**src/rtl/utils_mul_pkg.sv**
```systemverilog
// Shared types and constants for the sequential shift-add multiplier.
package utils_mul_pkg;

  localparam int CL_SLICE = 8;

  typedef enum logic [1:0] {
    IDLE = 2'd0,
    RUN  = 2'd1,
    DONE = 2'd2
  } mul_state_e;

endpackage

```
**src/rtl/utils_mul_cla_add.sv**
```systemverilog
// WIDTH-bit adder made of chained 8-bit carry-lookahead slices.
// Purely combinational; each slice's top carry feeds the next slice's carry-in.
module utils_mul_cla_add
  import utils_mul_pkg::*;
#(
  parameter int WIDTH = 8
) (
  input  logic [WIDTH-1:0] a,
  input  logic [WIDTH-1:0] b,
  input  logic             ci,
  output logic [WIDTH-1:0] sum,
  output logic             co
);

  localparam int NSL = WIDTH / CL_SLICE;

  logic [NSL:0] c;

  assign c[0] = ci;

  for (genvar s = 0; s < NSL; s++) begin : g_slice
    logic [CL_SLICE-1:0] g, p, x;
    logic [CL_SLICE:0]   cc;

    assign g = a[s*CL_SLICE +: CL_SLICE] & b[s*CL_SLICE +: CL_SLICE];
    assign p = a[s*CL_SLICE +: CL_SLICE] | b[s*CL_SLICE +: CL_SLICE];
    assign x = a[s*CL_SLICE +: CL_SLICE] ^ b[s*CL_SLICE +: CL_SLICE];

    // Flattened lookahead: carry i+1 is the OR of every generate (or the
    // slice carry-in) propagated through all higher positions up to i.
    always_comb begin
      logic t;
      cc    = '0;
      cc[0] = c[s];
      for (int i = 0; i < CL_SLICE; i++) begin
        for (int j = 0; j <= i + 1; j++) begin
          // NOTE: blocking '=' in always_comb; t is a scratch term rebuilt each pass.
          t = (j == 0) ? c[s] : g[j-1];
          for (int k = j; k <= i; k++) t = t & p[k];
          cc[i+1] = cc[i+1] | t;
        end
      end
    end

    assign sum[s*CL_SLICE +: CL_SLICE] = x ^ cc[CL_SLICE-1:0];
    assign c[s+1] = cc[CL_SLICE];
  end

  assign co = c[NSL];

endmodule

```
**src/rtl/utils_mul_seq_ctrl.sv**
```systemverilog
// Sequencing controller for a WIDTH-iteration unsigned shift-add multiplier.
// Optional build macro MUL_SEQ_ZERO_SKIP_EN: zero operands bypass RUN and finish in one cycle.
module utils_mul_seq_ctrl
  import utils_mul_pkg::*;
#(
  parameter  int WIDTH = 8,
  localparam int CNT_W = $clog2(WIDTH) + 1
) (
  input  logic               clk,
  input  logic               rst,
  input  logic               in_valid,
  output logic               in_ready,
  input  logic [WIDTH-1:0]   in_a,
  input  logic [WIDTH-1:0]   in_b,
  output logic               out_valid,
  input  logic               out_ready,
  output logic [2*WIDTH-1:0] out_p,
  output logic               busy
);

  if ((WIDTH % CL_SLICE) != 0 || WIDTH < CL_SLICE) begin : g_bad_width
    $error("utils_mul_seq_ctrl: WIDTH must be a multiple of 8 and >= 8");
  end

  mul_state_e         state;
  logic [2*WIDTH-1:0] acc;
  logic [WIDTH-1:0]   mcand;
  logic [CNT_W-1:0]   count;

  logic [WIDTH-1:0]   addend;
  logic [WIDTH-1:0]   sum;
  logic               co;

  assign addend = acc[0] ? mcand : '0;

  utils_mul_cla_add #(.WIDTH(WIDTH)) u_add (
    .a   (acc[2*WIDTH-1:WIDTH]),
    .b   (addend),
    .ci  (1'b0),
    .sum (sum),
    .co  (co)
  );

  // The product register doubles as the output; it is only meaningful in DONE.
  assign out_p = acc;

  always_ff @(posedge clk) begin
    if (rst) begin
      // NOTE: non-blocking '<=' for all sequential state; every register here is plain flops, so all are reset.
      state     <= IDLE;
      acc       <= '0;
      mcand     <= '0;
      count     <= '0;
      in_ready  <= 1'b1;
      out_valid <= 1'b0;
      busy      <= 1'b0;
    end else begin
      case (state)
        IDLE: begin
          if (in_valid && in_ready) begin
            mcand    <= in_a;
            count    <= '0;
            in_ready <= 1'b0;
            busy     <= 1'b1;
`ifdef MUL_SEQ_ZERO_SKIP_EN
            if (in_a == '0 || in_b == '0) begin
              acc       <= '0;
              state     <= DONE;
              out_valid <= 1'b1;
            end else begin
              acc   <= {{WIDTH{1'b0}}, in_b};
              state <= RUN;
            end
`else
            acc   <= {{WIDTH{1'b0}}, in_b};
            state <= RUN;
`endif
          end
        end
        RUN: begin
          // Right shift that keeps the adder carry as the new MSB.
          acc   <= {co, sum, acc[WIDTH-1:1]};
          count <= count + 1'b1;
          if (count == CNT_W'(WIDTH - 1)) begin
            state     <= DONE;
            out_valid <= 1'b1;
          end
        end
        DONE: begin
          if (out_ready) begin
            state     <= IDLE;
            out_valid <= 1'b0;
            in_ready  <= 1'b1;
            busy      <= 1'b0;
          end
        end
        default: begin
          state     <= IDLE;
          in_ready  <= 1'b1;
          out_valid <= 1'b0;
          busy      <= 1'b0;
        end
      endcase
    end
  end

endmodule

```
**config.mk**
```make
export PLATFORM = sky130hd
export DESIGN_NAME = utils_mul_seq_ctrl
export DESIGN_NICKNAME = d
export VERILOG_FILES = /design/src/rtl/utils_mul_pkg.sv /design/src/rtl/utils_mul_cla_add.sv /design/src/rtl/utils_mul_seq_ctrl.sv
export SDC_FILE = /design/constraint.sdc
export NUM_CORES = 1
export LEC_CHECK = 0
export BUFFER_PORTS_ARGS = -buffer_cell sky130_fd_sc_hd__clkbuf_2
export CAP_MARGIN = 0
export CORE_ASPECT_RATIO = 0.5
export CORE_MARGIN = 2
export CORE_UTILIZATION = 61
export CTS_BUF_LIST = sky130_fd_sc_hd__clkbuf_8
export DETAILED_ROUTE_END_ITERATION = 7
export GPL_TIMING_DRIVEN = 0
export PLACE_DENSITY_LB_ADDON = 0.15
export SETUP_SLACK_MARGIN = 0.02
export SLEW_MARGIN = 30
export SYNTH_ARGS = -nofsm -noshare
export SYNTH_HDL_FRONTEND = slang
export SYNTH_HIERARCHICAL = 1
export SYNTH_SLANG_ARGS = --single-unit
export TNS_END_PERCENT = 10
```
**constraint.sdc**
```tcl
create_clock -name clk -period 4.75 [get_ports clk]
set_input_delay 0.475 -clock clk [delete_from_list [all_inputs] [get_ports clk]]
set_output_delay 0.475 -clock clk [all_outputs]
set_load 0.1 [all_outputs]
```
# == Word level (Yosys, flattened, before mapping) ==
# Index checks and enable logic that the tools add are counted.
# op_classes
bitwise_logic,62
reduce_logical,8
mux,17
eq_ne,6
addsub,1
# op_table
op,count
$pmux 16 s2,1
$and 1x1->1,28
$or 1x1->1,28
$mux 16,1
$xor 8x8->8,2
$pmux 1 s3,3
$reduce_and 3->1,3
$and 8x8->8,1
$mux 8,1
$or 8x8->8,1
$pmux 4 s2,1
$mux 2,3
$ne 2x2->1 const B,3
$pmux 2 s3,1
$mux 1,5
$add 4x1->4 const B,1
$eq 4x3->1 const B,1
$mux 4,1
$reduce_and 2->1,2
$eq 2x1->1 const B,1
$eq 2x2->1 const B,1
$logic_not 2->1,1
$not 1->1,2
$reduce_bool 2->1,1
$logic_and 1x1->1,1
# word_totals
output_inout_bits,19
inputBits,20
register_bits,33
wordCells,101

# == Longest topological paths before layout ==
# logic_depth
ltp_word,17
depth_mapped,9
mapped_depth_nobuf,9

# == Hierarchy ==
# The synthesis kept the hierarchy.
# modules_own_cells
mod,n_inst,seq_area_each_um2,cells_each,area_each_um2
utils_mul_seq_ctrl,1,660.6,171,1385.1
utils_mul_cla_add,1,0.0,72,556.8

# == Worst setup path after synthesis ==
# OpenSTA, ideal clock, no wires.
# synth_path
kind,register to register
startpoint,reg acc[0] (netlist: out_p[0])
endpoint,reg acc[15] (netlist: out_p[15])
t_required_ns,4.679
path_slack_ns,2.295
path_stages_with_launch,10
arrival_ns,2.384
cell_sequence,dfxtp_1 -> and2_1 -> inv_1 -> ha_1 -> nor3b_1 -> nor3_1 -> o22ai_1 -> o31ai_1 -> nand2_1 -> a21oi_1
# synth_lines
item,line_no,text
from (decl),utils_mul_seq_ctrl.sv:26,logic [2*WIDTH-1:0] acc;
from (signal assigned),utils_mul_seq_ctrl.sv:75,"acc <= {{WIDTH{1'b0}}, in_b};"
from (signal assigned),utils_mul_seq_ctrl.sv:82,"acc <= {co, sum, acc[WIDTH-1:1]};"
$mux 8 (*),utils_mul_seq_ctrl.sv:34,assign addend = acc[0] ? mcand : '0;
named net addend[3],utils_mul_seq_ctrl.sv:30,logic [WIDTH-1:0] addend;
$or 8x8->8,utils_mul_cla_add.sv:26,assign p = a[s*CL_SLICE +: CL_SLICE] | b[s*CL_SLICE +: CL_SLICE];
$and 1x1->1 (5 in a row),utils_mul_cla_add.sv:39,for (int k = j; k <= i; k++) t = t & p[k];
$or 1x1->1 (2 in a row),utils_mul_cla_add.sv:40,cc[i+1] = cc[i+1] | t;
$or 1x1->1 (*) (5 in a row),utils_mul_cla_add.sv:40,
named net co,utils_mul_seq_ctrl.sv:32,logic co;
$pmux 16 s2 (*),utils_mul_seq_ctrl.sv:58,case (state)
# Mark *: on every way through the listed nets, which the timed path passes. The rest lies on a longest branch.
# A chain may end at the register's enable or synchronous reset.

# == Worst setup path in the final report ==
# Same ends and word-level chain as after synthesis.

==> metrics <==
max incr delay on CP 500 ps; main area contributors after synthesis dfxtp_1, ha_1, a21oi_1; GP Congestion 0.8160; NumNets Final 326; Die Span X 83.79 um; asr flop ratio synth 0%; Post-Synth Adder-Cell Area 11.98%; critical path cell sequence and2_1 > inv_1 > ha_1 > nor3b_1 > nor3_1 > o22ai_1 > o31ai_1 > nand2_1 > a21oi_1; Post-Synth XOR/XNOR Area 2.255%; post-DR vias/cell 5.445; prevailing post-synth register cell dfxtp_1; min Tclk post-route 2166 ps; crit path capture type flop; Worst Tran Pin Value 542.1 ps; f_max 461.6 MHz; largest family of logic cells by synthesized area simple AND/OR/NAND/NOR gates; TritonCTS clock tree yes; Critical Path AT 2380 ps; r2r startpoint out_p[0]$_SDFFE_PP0P_; Diodes inserted 0; Clk pin slew, worst setup/hold paths 70 ps; I/O pins 39; vias after detailed routing 1786; Post-Syn Area per Cell 7.991 sq um; synthesized flop and latch total 33; crit start category flop; clock tree sinks 33; MaxCap Viol Count 0; Final Slew Violations 0; worst-path maximum fanout 10; EDFF count, synth 0; Setup Slack @ Placement 2612 ps; cell row count 14; post-CTS setup buffer count 0; Critical Path Slowest Stage Cell dfxtp_1; share of cells above drive strength 1 20.14%; core area 0.003013 sq mm; 1st-pass router iterations 4; post-synth top area cell dfxtp_1; required time worst endpoint 4960 ps; Hold Crit Class in2reg; Area growth syn-to-layout 16.75%; Post-Synthesis Cells 243; Post-CTS Hold Buffers 0; WL final 4.480 mm; Root Driver clkbuf_8; pwr dens 310.7 mW/mm^2; worst vdd ir 0.0002448 V; Worst Hold Launch in_a[4]; clk_skew 3.674 ps; Static Leak 1.014 nW; Synth cell types 42; total gr overflow 0; Clock Path Buffers 2; clock latency on the worst-skew pair 280 ps; Setup CP Type reg2reg; gr usage total 26.37%; largest net degree at the start of global routing 11; setup TNS 0 ps; die height 43.90 um; RSZ-0062 raised after global routing false; IO buf count 37; CTS Buf Count 5; WHS Endpoint mcand[4]$_SDFFE_PP0P_; FF-to-FF End out_p[15]$_SDFFE_PP0P_; final hold violation count 0; Die Area 0.003678 sq mm; Post-Syn Area 0.001942 sq mm; DRC 0; Synth Area in Compound Gates 12.50%; Final HPWL DP 3.217 mm; reg2reg path depth 9; relative slew slack 64.02%; hold depth 3; Seq/Total Area, Yosys 34.02%; initial antenna violation count 0; final setup margin 2584 ps; R2R setup slack 2580 ps; Starting DRT DRC Count 79; Starting Density 64.45%; vias in the first global route 1792; CP Launch Point out_p[0]$_SDFFE_PP0P_; Synth Area in Simple Gates 30.61%; top-area cell type share of the netlist area 34.02%; CTS resizes 0; H-tree depth 2; Routed Antenna Nets 0; # setup viols final 0; Final Util 75.25%; mux share of post-synthesis cell area 0.5799%; average wire per standard cell 13.66 um; Yosys warnings 6; first-pass GRT wire length 7.672 mm; status finished clean; fin crit share 45.61%
-- cell usage after synthesis, types with 2 or more instances --
master and number:
dfxtp_1 33, nand2_1 28, a21oi_1 24, nor2_1 23, inv_1 18, ha_1 17
nand3_1 12, nor3_1 9, nor4_1 9, and2_1 8, nand2b_1 8, buf_4 5
clkbuf_1 4, nor2b_1 4, xnor2_1 3, buf_2 2, buf_6 2, nor3b_1 2
o211ai_1 2, o21a_1 2, o21ai_0 2, o21bai_1 2, o22ai_1 2, or2_2 2
or4_1 2, xor2_1 2
-- per-stage QoR --
stage | instances | total power, W | instance area (sq um) | hold WS [ps]
3_3_place_gp | 321 | 0.0004942 | 2181 | 437.4
2_1_floorplan | 244 | 0.0004592 | 1946 | 425.5
6_report | 328 | 0.0007043 | 2267 | 412.7
5_1_grt | 328 | 0.0007311 | 2267 | 415.8
4_1_cts | 328 | 0.0007058 | 2267 | 411.9
3_5_place_dp | 321 | 0.0004985 | 2181 | 443.3
-- layer usage --
metal	up-vias	global-route usage (%)	part of all wire, %
met4	0	12.26	2.3
met2	47	48.48	49
li1	903	-	-
met1	824	30.78	45
met5	-	0	0
met3	12	5.143	4.5
-- cell families after synthesis --
group / Yosys count
AND/OR/NAND/NOR: 115
flip-flops: 33
XOR/XNOR: 5
adder cells (fa/ha/maj): 18
other: 1
multiplexers: 1
AO/OA/AOI/OAI: 39
buffers and inverters: 31
-- registers in the layout, summed over array words and instances (netlist names) --
| name | count |
|---|---|
| in_ready | 1 |
| out_p | 16 |
| busy | 1 |
| mcand | 8 |
| count | 4 |
| out_valid | 1 |
| state | 2 |
-- area by class of cell --
| type | instances | area [sq um] |
|---|---|---|
| Clock buffer | 6 | 82.58 |
| Multi-Input combinational cell | 180 | 1132 |
| Buffer | 13 | 85.08 |
| Sequential cell | 33 | 660.6 |
| Tap cell | 40 | 50.05 |
| Timing Repair Buffer | 37 | 185.2 |
| Clock inverter | 1 | 3.754 |
| Fill cell | 247 | 745.7 |
| Inverter | 18 | 67.56 |
-- layout by cell type (no fill, tap or decap), types with 2 or more instances in the layout --
cell / n
nor2_1: 23
nor3b_1: 2
buf_4: 5
ha_1: 17
clkbuf_8: 6
o211ai_1: 2
o21ai_0: 2
clkbuf_1: 4
buf_2: 2
clkbuf_2: 37
or4_1: 2
xnor2_1: 3
nor3_1: 9
xor2_1: 2
o22ai_1: 2
and2_1: 8
nand2b_1: 8
conb_1: 2
buf_6: 2
o21bai_1: 2
nor4_1: 9
nor2b_1: 4
nand3_1: 12
o21a_1: 2
inv_1: 19
a21oi_1: 24
or2_2: 2
dfxtp_1: 33
nand2_1: 28
-- power breakdown --
part           internal (W)  switching, W  leakage, nW  total (W)
Combinational     0.0000467      0.000138        0.696   0.000184
Sequential         0.000294     0.0000156        0.270   0.000310
Clock              0.000113     0.0000972       0.0485   0.000210
Total              0.000454      0.000251         1.01   0.000704
-- how the worst max path moves through the flow --
stage	slack (ps)	end
3_3_place_gp	2670	out_p[14]$_SDFFE_PP0P_
2_1_floorplan	2290	out_p[15]$_SDFFE_PP0P_
4_1_cts	2610	out_p[14]$_SDFFE_PP0P_
6_report	2580	out_p[15]$_SDFFE_PP0P_
3_5_place_dp	2610	out_p[15]$_SDFFE_PP0P_
5_1_grt	2420	out_p[15]$_SDFFE_PP0P_
-- worst max-delay path: cells and delay by family, from the launching register on --
family | cells | cell delay (ps)
compound gates | 3 | 570
fa+ha+maj | 1 | 200
buf+inv | 1 | 50
flops | 1 | 500
simple gates | 4 | 770
No activity file was read; power rests on OpenSTA's default activity.
